## src/rtl/mux2_rr_arbiter_pkg.sv

```systemverilog
// Shared types for the two-requester packet arbiter.
// Build option: ARB_FIXED_PRIO_EN selects fixed priority (requester 0 wins ties)
// instead of the default round-robin tie break.
package arb_pkg;

  localparam int ARB_REQ_N = 2;

  typedef enum logic [1:0] {
    ARB_IDLE = 2'd0,
    ARB_GNT0 = 2'd1,
    ARB_GNT1 = 2'd2
  } arb_state_t;

  // One-hot grant vector for a requester index
  function automatic logic [ARB_REQ_N-1:0] arb_onehot(input logic idx);
    arb_onehot      = '0;
    arb_onehot[idx] = 1'b1;
  endfunction

endpackage

```

## src/rtl/mux2_rr_arbiter_mux_2to1.sv

```systemverilog
// Single-bit 2:1 mux cell; the arbiter stacks WIDTH+1 of these for data and last.
// The select port keeps the cell's historical name (sel).
module mux_2to1 (
  input  logic d0_i,
  input  logic d1_i,
  input  logic sel,
  output logic y_o
);

  assign y_o = sel ? d1_i : d0_i;

endmodule

```

## src/rtl/mux2_rr_arbiter.sv

```systemverilog
// Packet-locked arbiter sharing one valid/ready channel between two requesters.
// A grant is taken one cycle after a valid is seen in IDLE and is held until the
// beat carrying last is accepted, leaving one idle bubble between packets.
// Build option: ARB_FIXED_PRIO_EN -> requester 0 always wins a tie; when undefined
// the tie goes to the requester not served most recently.
module mux2_rr_arbiter
  import arb_pkg::*;
#(
  parameter int WIDTH = 8
) (
  input  logic             clk,
  input  logic             rst,
  input  logic             in0_valid,
  input  logic [WIDTH-1:0] in0_data,
  input  logic             in0_last,
  output logic             in0_ready,
  input  logic             in1_valid,
  input  logic [WIDTH-1:0] in1_data,
  input  logic             in1_last,
  output logic             in1_ready,
  output logic             out_valid,
  output logic [WIDTH-1:0] out_data,
  output logic             out_last,
  input  logic             out_ready,
  output logic             sel,
  output logic [1:0]       grant
);

  arb_state_t           state_q, state_d;
  logic                 sel_q, sel_d;
  logic [ARB_REQ_N-1:0] grant_q, grant_d;
`ifndef ARB_FIXED_PRIO_EN
  logic                 last_srv_q, last_srv_d;
`endif

  logic [ARB_REQ_N-1:0] req_vld;
  logic                 pick;
  logic                 pkt_done;
  logic [WIDTH:0]       mux_a, mux_b, mux_y;

  assign req_vld = {in1_valid, in0_valid};

  // Winner when leaving IDLE: lone requester, otherwise tie-break rule
  always_comb begin
`ifdef ARB_FIXED_PRIO_EN
    pick = ~in0_valid;
`else
    pick = (in0_valid & in1_valid) ? ~last_srv_q : in1_valid;
`endif
  end

  // Packet ends when the granted requester's last beat is taken downstream
  assign pkt_done = (|grant_q) & out_valid & out_ready & out_last;

  // Next-state: grab a requester from IDLE, release on end of packet
  always_comb begin
    state_d    = state_q;
    sel_d      = sel_q;
    grant_d    = grant_q;
`ifndef ARB_FIXED_PRIO_EN
    last_srv_d = last_srv_q;
`endif
    case (state_q)
      ARB_IDLE: begin
        if (|req_vld) begin
          state_d    = pick ? ARB_GNT1 : ARB_GNT0;
          sel_d      = pick;
          grant_d    = arb_onehot(pick);
`ifndef ARB_FIXED_PRIO_EN
          last_srv_d = pick;
`endif
        end
      end
      ARB_GNT0, ARB_GNT1: begin
        if (pkt_done) begin
          state_d = ARB_IDLE;
          grant_d = '0;
        end
      end
      default: begin
        state_d = ARB_IDLE;
        grant_d = '0;
      end
    endcase
  end

  // State, select and grant registers; last_srv resets to 1 so requester 0 wins first
  always_ff @(posedge clk or posedge rst) begin
    if (rst) begin
      state_q    <= ARB_IDLE;
      sel_q      <= 1'b0;
      grant_q    <= '0;
`ifndef ARB_FIXED_PRIO_EN
      last_srv_q <= 1'b1;
`endif
    end else begin
      state_q    <= state_d;
      sel_q      <= sel_d;
      grant_q    <= grant_d;
`ifndef ARB_FIXED_PRIO_EN
      last_srv_q <= last_srv_d;
`endif
    end
  end

  // Data path: bit WIDTH carries last, lower bits carry data
  assign mux_a = {in0_last, in0_data};
  assign mux_b = {in1_last, in1_data};

  for (genvar i = 0; i <= WIDTH; i++) begin : g_mux
    mux_2to1 u_mux (
      .d0_i (mux_a[i]),
      .d1_i (mux_b[i]),
      .sel  (sel_q),
      .y_o  (mux_y[i])
    );
  end

  assign out_data  = mux_y[WIDTH-1:0];
  assign out_last  = mux_y[WIDTH];

  // Handshake gating: only the granted requester sees the channel
  assign out_valid = |(grant_q & req_vld);
  assign in0_ready = grant_q[0] & out_ready;
  assign in1_ready = grant_q[1] & out_ready;

  assign sel   = sel_q;
  assign grant = grant_q;

endmodule

```

## config.mk

```make
export PLATFORM = sky130hd
export DESIGN_NAME = mux2_rr_arbiter
export DESIGN_NICKNAME = d
export VERILOG_FILES = /design/src/rtl/mux2_rr_arbiter_pkg.sv /design/src/rtl/mux2_rr_arbiter_mux_2to1.sv /design/src/rtl/mux2_rr_arbiter.sv
export SDC_FILE = /design/constraint.sdc
export NUM_CORES = 1
export LEC_CHECK = 0
export ABC_CLOCK_PERIOD_IN_PS = 1700
export BUFFER_PORTS_ARGS = -buffer_cell sky130_fd_sc_hd__buf_2
export CAP_MARGIN = 15
export CORE_MARGIN = 2
export CORE_UTILIZATION = 32
export DETAILED_ROUTE_END_ITERATION = 8
export PLACE_DENSITY = 0.77
export SLEW_MARGIN = 20
export SYNTH_ARGS = -nofsm -noshare
export SYNTH_HDL_FRONTEND = slang
export SYNTH_SLANG_ARGS = --single-unit
export TNS_END_PERCENT = 100
```

## constraint.sdc

```tcl
create_clock -name clk -period 1.7 [get_ports clk]
set_input_delay 0 -clock clk [delete_from_list [all_inputs] [get_ports clk]]
set_output_delay 0 -clock clk [all_outputs]
set_load 0.005 [all_outputs]
```

# Word level (Yosys, flattened, before mapping)
# Index checks and enable logic that the tools add are counted.
# totals
regBits	6
out_inout_bits	15
word_cells	44
# classes
magnitude_cmp	2
n_eq_ne	4
muxes	18
bitwise	8
n_reduce_logical	8
# op_table
cell	count
$mux 1	11
$mux 2	4
$pmux 2 s2	2
$reduce_or 2->1	4
$and 1x1->1	6
$ne 2x2->1 const B	2
$reduce_and 2->1	2
$and 2x2->2	1
$eq 2x1->1 const B	1
$eq 2x2->1 const B	1
$logic_not 2->1	1
$lt 1x2->1 const B	1
$demux 1 s1	1
$ge 1x1->1 const B	1
$logic_and 1x1->1	1
$not 1->1	1

# Logic depth before layout (Yosys ltp)
# Gate-level depths: netlist of run 1.
# depth
word_depth	8
depth_mapped	5

# Modules after synthesis
# From an unflattened synthesis of run 1, not the netlist that was laid out.
# hier_totals
hier_cells	34
area_unflattened_um2	379.1
# by_module_without_submodules
mod	instances	cells_each	area_per_inst_um2
mux2_rr_arbiter	1	25	244.0
mux_2to1	9	1	15.0

# Worst setup path before layout of run 1
# OpenSTA, ideal clock, no wires.
# synth_timing
path_type	flip-flop to flip-flop
startpoint	register grant_q[0], in the netlist grant[0]
endpoint	register state_q[1]
setup_ns	0.068
t_arrival_ns	1.180
t_required_ns	1.632
slack_ns	0.451
path_stages_with_launch	5
synth_period_minus_slack_ns	1.249
cell_sequence	dfrtp_1 > inv_1 > ha_1 > o32a_1 > nand3_1
# synth_between
elab_chain_len	7
word_cells_on_any_way	8
# synth_rtl
element	line_no	source
from (decl)	mux2_rr_arbiter.sv:31	logic [ARB_REQ_N-1:0] grant_q, grant_d;
from (signal assigned)	mux2_rr_arbiter.sv:99	grant_q <= grant_d;
$and 2x2->2	mux2_rr_arbiter.sv:123	assign out_valid = |(grant_q & req_vld);
$reduce_or 2->1	mux2_rr_arbiter.sv:123	
$and 1x1->1 (*) (3 in a row)	mux2_rr_arbiter.sv:53	assign pkt_done = (|grant_q) & out_valid & out_ready & out_last;
$ne 2x2->1 (no source line) (*)	-	
$reduce_and 2->1 (no source line) (*)	-	
to (signal assigned)	mux2_rr_arbiter.sv:97	state_q <= state_d;
to (decl)	mux2_rr_arbiter.sv:29	arb_state_t state_q, state_d;
# Mark *: on every way between the ends. The rest lies on a longest branch, timed or not.
# A chain may end at the register's enable or synchronous reset.

# Final worst setup path of run 1
# layout_timing
startpoint	register sel_q, in the netlist sel
endpoint	output port out_last
# layout_between
elab_chain_len	1
# layout_rtl
element	line_no	source
from (decl)	mux2_rr_arbiter.sv:30	logic sel_q, sel_d;
from (signal assigned)	mux2_rr_arbiter.sv:98	sel_q <= sel_d;
$mux 1	mux2_rr_arbiter_mux_2to1.sv:10	assign y_o = sel ? d1_i : d0_i;
to (decl)	mux2_rr_arbiter.sv:23	output logic out_last,
# Every way passes these cells.

==> reports/metrics.csv, run 1 <==
metric,value,unit
"Hold Violations, Final",0,
design area,610.6,µm²
FILL cells,131,
"Avg Cell Area, Syn",8.660,µm²
post-DR wirelength/cell,10.14,µm
Fmax,747.1,MHz
worst-skew pair later-pin latency,0.24,ns
"most common cell after layout, fill and taps aside",buf_2,
Post-Synth Adder-Cell Area,2.833,%
final setup skew,0.009831,ns
PostCTS Resize Cnt,0,
GRT Overall Usage,11.84,%
Num CTS Buffers,3,
post-synth top area cell,mux2_2,
Worst Path Max Fanout,11,
setup TNS,0,ns
Hold Crit Depth,3,
# nets final,109,
Worst Path Arrival,1.34,ns
Starting Density,33.94,%
post-synthesis register bit count,4,
GRT overflow,0,
width of the die,41.15,µm
Synth top area share,20.40,%
Yosys cell types,21,
IO Count,38,
final setup violation count,0,
row count,13,
"non-filler cells, final",99,
status,finished clean,
first-pass detailed-route iteration total,4,
Max Cap Violations,0,
cells on worst reg2reg path,4,
"Cell Area, Synth",441.7,µm²
Tcrit/Tclk final,78.74,%
"Hold-fix buffers, CTS",1,
Post-synth EDFFs,0,
Setup CP Type,flip-flop to output port,
hold_ws,0.07533,ns
Placed Cells,94,
predominant post-synthesis flop cell,dfrtp_1,
pwr dens,1442,nW/µm²
R2R Setup Slk,0.40,ns
CTS tree,built,
r2r startpoint,grant[0],
pins over their slew limit,0,
top post-synthesis cells by area,"mux2_2, dfrtp_1, buf_4",
Gate Count Post-Synth,51,
post-synthesis simple-gate area fraction,19.83,%
Syn Nets,75,
total power,0.8806,mW
post-DP HPWL,833.9,µm
Critical Path RT,1.70,ns
root buf cell,clkbuf_4,
Inserted Diodes,0,
synth warn,0,
Synth Area in Compound Gates,12.18,%
Worst-Margin Slew,0.4329,ns
sequential fraction of the synthesis area,22.95,%
via count,455,
Post-CTS Setup Bufs,0,
min Tclk post-route,1.339,ns
most frequent cells in the layout,"buf_2, mux2_2, nand2_1, inv_1",
Iter 0 DRT Violations,4,
largest net degree at the start of global routing,12,
Worst setup SP type,flip-flop,
crit path from,sel,
LEAKAGE,0.3315,nW
DR vias/cell,4.596,
Final Wtd Congestion,0.8199,
"Reg clk slew, reported paths",0.03,ns
asr flop ratio synth,100.0,%
crit end category,output port,
PortBufs,37,
die height,41.15,µm
share of cells above drive strength 1,60.71,%
Worst Hold Class,input pin to flip-flop,
antenna-violating nets left,0,
min-delay src,in1_valid,
Core Area,1301,µm²
Worst setup endpoint,out_last,
vias in the first global route,371,
post-synthesis xor/xnor area fraction,0,%
Total Wirelength,1004,µm
Max transition margin,71.14,%
unrepaired setup endpoints after global routing,false,
reg2reg end,state_q[1],
worst-case clock buffer depth,2,
placed cell area,574.3,µm²
die area,1693,µm²
area grow syn2layout,38.24,%
H-tree depth reported by CTS,1,
CTS Sinks,4,
initial antenna violation count,0,
largest family of logic cells by synthesized area,multiplexers,
DRC viols,0,
first-pass GRT wire length,1324,µm
VDD IR max,713.7,µV
post-synthesis mux area share,22.66,%
cell type report:
| cell class | instances | area [µm²] | share of cell area (%) |
|---|---|---|---|
| well taps | 15 | 18.77 | 3.074 |
| inverters | 4 | 15.01 | 2.459 |
| clock buffers | 4 | 26.28 | 4.303 |
| repair buffers | 38 | 195.2 | 31.97 |
| multi-input cells | 34 | 254.0 | 41.60 |
| flip-flops and latches | 4 | 101.3 | 16.60 |
per-stage QoR:
step | utilization, % | worst slack [ns]
3_3_place_gp | 44.13 | 0.4012
3_5_place_dp | 44.13 | 0.4009
6_report | 46.92 | 0.3615
2_1_floorplan | - | 0.4512
4_1_cts | 46.92 | 0.3215
5_1_grt | 46.92 | 0.2342
worst min-delay path by stage:
stage                       endpoint  slack (ns)
after global routing      last_srv_q         0.1
final                     last_srv_q        0.08
after CTS                 last_srv_q        0.07
after global placement           sel       -0.11
after floorplan             grant[0]       -0.23
after detailed placement         sel       -0.11
power breakdown:
part / switching (mW) / internal (mW)
combinational: 0.216 / 0.301
sequential: 0.0850 / 0.152
clock: 0.0389 / 0.0880
total: 0.339 / 0.541
state kept, by name, summed over array words and instances, names as in the netlist:
register,count
grant,1
last_srv_q,1
sel,1
state_q,1
kinds of logic (layout without fill, tap and decap cells):
logic type / count (synthesis) / in the layout
AOI/OAI and AO/OA: 7 / 7
adders and majority gates: 1 / 1
buffers and inverters: 13 / 46
DFF: 4 / 4
muxes: 9 / 9
and+or+nand+nor: 17 / 17
critical path, cell delays in order (launching register included):
cell     delay, ns
dfrtp_1       0.60
mux2i_1       0.33
inv_1         0.06
buf_2         0.12
synth_stat cells, drive strengths merged, types with 2 or more instances:
master / count
o32a: 2
nor2: 2
o21bai: 2
nand2: 7
and2: 3
buf: 9
dfrtp: 3
inv: 4
mux2: 8
nand3: 2
layer usage:
metal  part of all wire (%)  global-route usage [%]  up-vias
met5                      0                       0        -
met2                     47                   25.00       30
met3                     14                       0        0
met1                     39                   10.75      193
met4                      0                   7.258        0
li1                       -                       -      232
Note: power is estimated with default switching activity, not from simulation.
==> run 2, diff against run 1 <==
ABC_CLOCK_PERIOD_IN_PS = 1100   (was 1700)
PLACE_DENSITY = 0.8   (was 0.77)
clock period = 1.1 ns   (was 1.7 ns; I/O delays follow)
==> run 2 against run 1 <==
Effect of this change: the flow now finishes with violations (setup timing); power up 120%; worst setup slack worse by 0.52 ns; via count up 16%; clock skew down 0.0046 ns; first-iteration DRC count down 25%; register-to-register slack worse by 0.47 ns; wire length up 40%; global-route usage up 2.2 points; non-clock buffer count up 10; flip-flop and latch count unchanged.
==> reports/metrics.csv, run 2 (synthesis results as in run 1) <==
metric,value,unit
DR vias/cell,4.853,
Worst Path Max Fanout,6,
root buf cell,clkbuf_4,
Iter 0 DRT Violations,3,
area grow syn2layout,75.64,%
initial antenna violation count,0,
# nets final,119,
first-pass GRT wire length,1504,µm
"Hold Violations, Final",0,
status,finished with violations,
most frequent cells in the layout,"buf_2, buf_6, buf_4, nand2_1, mux2_4",
failing checks,setup timing,
Worst Hold Class,input pin to flip-flop,
Core Area,1301,µm²
Final Wtd Congestion,0.7444,
pins over their slew limit,0,
Setup CP Type,flip-flop to output port,
post-DP HPWL,972.7,µm
Worst Path Arrival,1.26,ns
Critical Path RT,1.10,ns
first-pass detailed-route iteration total,4,
die height,41.15,µm
Inserted Diodes,0,
worst-case clock buffer depth,2,
final setup skew,0.005225,ns
IO Count,38,
hold_ws,0.09824,ns
PortBufs,37,
total power,1.943,mW
Fmax,793.6,MHz
final setup violation count,12,
R2R Setup Slk,-0.07,ns
Max Cap Violations,0,
worst-skew pair later-pin latency,0.24,ns
share of cells above drive strength 1,72.34,%
GRT overflow,0,
H-tree depth reported by CTS,1,
"most common cell after layout, fill and taps aside",buf_2,
CTS Sinks,4,
crit end category,output port,
Max transition margin,79.32,%
unrepaired setup endpoints after global routing,true,
width of the die,41.15,µm
Worst-Margin Slew,0.3016,ns
pwr dens,2505,nW/µm²
"Core Util, Final",59.62,%
antenna-violating nets left,0,
"Reg clk slew, reported paths",0.04,ns
DRC viols,0,
via count,529,
Tcrit/Tclk final,114.6,%
final worst slack,-0.1601,ns
Total Wirelength,1401,µm
post-DR wirelength/cell,12.85,µm
vias in the first global route,386,
VDD IR max,1206,µV
min Tclk post-route,1.260,ns
Num CTS Buffers,3,
row count,13,
die area,1693,µm²
GRT Overall Usage,14.05,%
largest net degree at the start of global routing,7,
Worst setup SP type,flip-flop,
LEAKAGE,0.4211,nW
CTS tree,built,
Starting Density,33.94,%
==> run 2: changes by cell type in the layout (fill, tap and decap cells not counted), moves of 2 or more <==
cell,change
buf_6,+8
buf_4,+7
buf_2,-5
mux2_2,-5
mux2_4,+5
inv_1,-2
inv_2,+2
==> run 2: path summary, 6_finish.rpt <==
check | cells past startpoint | to | start
worst min register to register | 2 | last_srv_q | last_srv_q
worst max-delay path | 3 | out_data[1] | sel
min in group asynchronous | 3 | grant[0] | rst
max in group asynchronous | 3 | last_srv_q | rst
worst max register to register | 4 | grant[0] | grant[0]
worst min-delay path | 3 | sel | in1_valid
==> run 2: power by group <==
| part | switching, mW | internal [mW] |
|---|---|---|
| clock | 0.0696 | 0.137 |
| sequential | 0.0888 | 0.241 |
| combinational | 0.536 | 0.871 |
| total | 0.695 | 1.25 |
==> run 2: through the flow <==
stage / setup TNS (ns) / instance area [µm²] / std cells / setup slack, ns
after floorplan: -0.09879 / 454.2 / 51 / -0.05680
after global placement: -0.005583 / 639.4 / 101 / -0.005583
after detailed placement: -0.1053 / 639.4 / 101 / -0.06453
after CTS: -1.395 / 705.7 / 108 / -0.1461
after global routing: -1.811 / 775.7 / 109 / -0.1783
final: -1.448 / 775.7 / 109 / -0.1601
==> run 2: layout make-up <==
type / count / area, µm²
Multi-Input combinational cell: 34 / 300.3
Inverter: 4 / 15.01
Clock buffer: 4 / 26.28
Sequential cell: 4 / 102.6
Tap cell: 15 / 18.77
Fill cell: 124 / 525.5
Timing Repair Buffer: 48 / 312.8
==> run 2: metal layers <==
layer	GRT usage, %	wire length (µm)	vias to the layer above
met3	1.630	138	4
met5	0	0	-
li1	-	-	257
met1	14.56	509	236
met2	24.61	718	32
met4	12.10	36	0
==> run 2: critical path, stage by stage, from the launching register on <==
cell and delay (ns):
dfrtp_2 0.45, buf_6 0.16, mux2_4 0.30, buf_6 0.12
==> run 2: what timing repair did <==
action                                  4_1_cts  5_1_grt
setup buffers                                 2        1
hold buffers                                  1        0
resized for setup                             5       14
endpoints found under the setup margin       12       14
pin swaps                                     6        3
endpoints found under the hold margin         4        0
==> run 3, diff against run 2 <==
SETUP_SLACK_MARGIN = 0.2   (was unset)
==> run 3 against run 2 <==
Effect of this change: the flow still finishes with violations (setup timing); sequential power shrank 3%; critical endpoint is now out_data[5]; hold slack lost 0.046 ns; clock-buffer cell count is the same; maximum frequency grew 1.5%; final area grew 13%; flip-flop and latch count is the same; non-clock buffer count shrank 3.
==> reports/metrics.csv, run 3 (synthesis results as in run 1) <==
metric,value,unit
unrepaired setup endpoints after global routing,true,
post-DR wirelength/cell,12.97,µm
area grow syn2layout,97.73,%
post-DP HPWL,940.9,µm
"most common cell after layout, fill and taps aside",buf_2,
"Hold Violations, Final",0,
Worst setup SP type,flip-flop,
worst-skew pair later-pin latency,0.25,ns
worst-case clock buffer depth,2,
width of the die,41.15,µm
Psw,0.7929,mW
min Tclk post-route,1.241,ns
Final Wtd Congestion,0.8180,
die height,41.15,µm
Num CTS Buffers,3,
DR vias/cell,4.925,
Sequential Power Share,14.2,%
final setup skew,0.002713,ns
final setup violation count,13,
Starting Density,33.94,%
PortBufs,37,
final worst slack,-0.1412,ns
initial antenna violation count,0,
vias in the first global route,430,
Worst-Margin Slew,0.2540,ns
row count,13,
share of cells above drive strength 1,78.02,%
"Core Util, Final",67.12,%
Max Cap Violations,0,
status,finished with violations,
antenna-violating nets left,0,
H-tree depth reported by CTS,1,
"non-filler cells, final",106,
internal power,1.457,mW
Worst Path Arrival,1.24,ns
clock power share,9.7,%
CTS Sinks,4,
Placed Cells,97,
GRT overflow,0,
failing checks,setup timing,
die area,1693,µm²
root buf cell,clkbuf_4,
Switching Fraction,35.25,%
pins over their slew limit,0,
LEAKAGE,0.4585,nW
FILL cells,115,
Total Wirelength,1375,µm
Fmax,805.7,MHz
first-pass GRT wire length,1704,µm
# nets final,116,
Inserted Diodes,0,
most frequent cells in the layout,"buf_2, buf_6, mux2_4, nand2_1, clkbuf_4",
VDD IR max,1357,µV
GRT Overall Usage,16.35,%
pwr dens,2576,nW/µm²
crit end category,output port,
Worst Hold Class,input pin to flip-flop,
Iter 0 DRT Violations,4,
"Reg clk slew, reported paths",0.04,ns
setup TNS,-1.376,ns
first-pass detailed-route iteration total,4,
Logic pwr share,76.1,%
Setup CP Type,flip-flop to output port,
Core Area,1301,µm²
Setup WS pre-CTS,-0.05190,ns
Worst Path Max Fanout,9,
CTS tree,built,
Critical Path RT,1.10,ns
via count,522,
Max transition margin,83.03,%
DRC viols,0,
largest net degree at the start of global routing,10,
IO Count,38,
Tcrit/Tclk final,112.8,%
[run 3: cell count changes in the layout (fill, tap and decap cells not counted), sizes merged]
cell  delta
buf      -3
[run 3: area by class of cell]
cell class / instances / area, µm² / share of cell area [%]
clock buffer: 4 / 26.28 / 3.009
inverter: 4 / 15.01 / 1.719
multi-input combinational: 34 / 354.1 / 40.54
sequential: 4 / 102.6 / 11.75
tap: 15 / 18.77 / 2.149
timing repair buffer: 45 / 356.6 / 40.83
[run 3: power groups by stage]
stage,Sequential (mW),Clock [mW],Combinational (mW)
global route,0.332,0.226,1.84
detailed placement,0.307,0,1.19
global placement,0.306,0,1.14
finish,0.320,0.218,1.71
CTS,0.313,0.224,1.52
floorplan,0.310,0,0.928
[run 3: timing repair]
| item | 4_1_cts | 5_1_grt |
|---|---|---|
| resized for setup | 19 | 13 |
| setup endpoints to repair | 19 | 19 |
| setup buffers | 3 | 1 |
| pin swaps | 7 | 5 |
| hold buffers | 1 | 0 |
| endpoints found under the hold margin | 4 | 0 |
[run 3: path summary, 6_finish.rpt]
check	startpoint	end	slack, ns	depth (start not counted)
max	sel	out_data[5]	-0.14	3
min	in1_valid	last_srv_q	0.05	3
max reg2reg	state_q[1]	grant[0]	-0.08	5
min reg2reg	last_srv_q	last_srv_q	0.50	2
max in group asynchronous	rst	last_srv_q	0.71	3
min in group asynchronous	rst	grant[0]	0.17	3
[run 3: layer usage]
| metal | up-vias | wire length, µm | global-route usage [%] | part of all wire [%] |
|---|---|---|---|---|
| met4 | 0 | 50 | 12.90 | 3.6 |
| met1 | 241 | 449 | 13.11 | 33 |
| met2 | 31 | 731 | 33.98 | 53 |
| li1 | 245 | - | - | - |
| met5 | - | 0 | 0 | 0 |
| met3 | 5 | 144 | 1.630 | 10 |
[run 3: critical path, stage by stage, from the launching register on]
cell	delay, ns
dfrtp_2	0.42
buf_12	0.15
mux2_4	0.30
buf_6	0.12
[run 3: per-stage QoR]
stage / power [mW] / hold slack [ns] / cell area (µm²)
global placement: 1.447 / -0.1157 / 651.9
detailed placement: 1.493 / -0.1157 / 651.9
floorplan: 1.238 / -0.2346 / 514.2
CTS: 2.052 / 0.02900 / 795.8
finish: 2.250 / 0.05253 / 873.3
global route: 2.402 / 0.06581 / 873.3
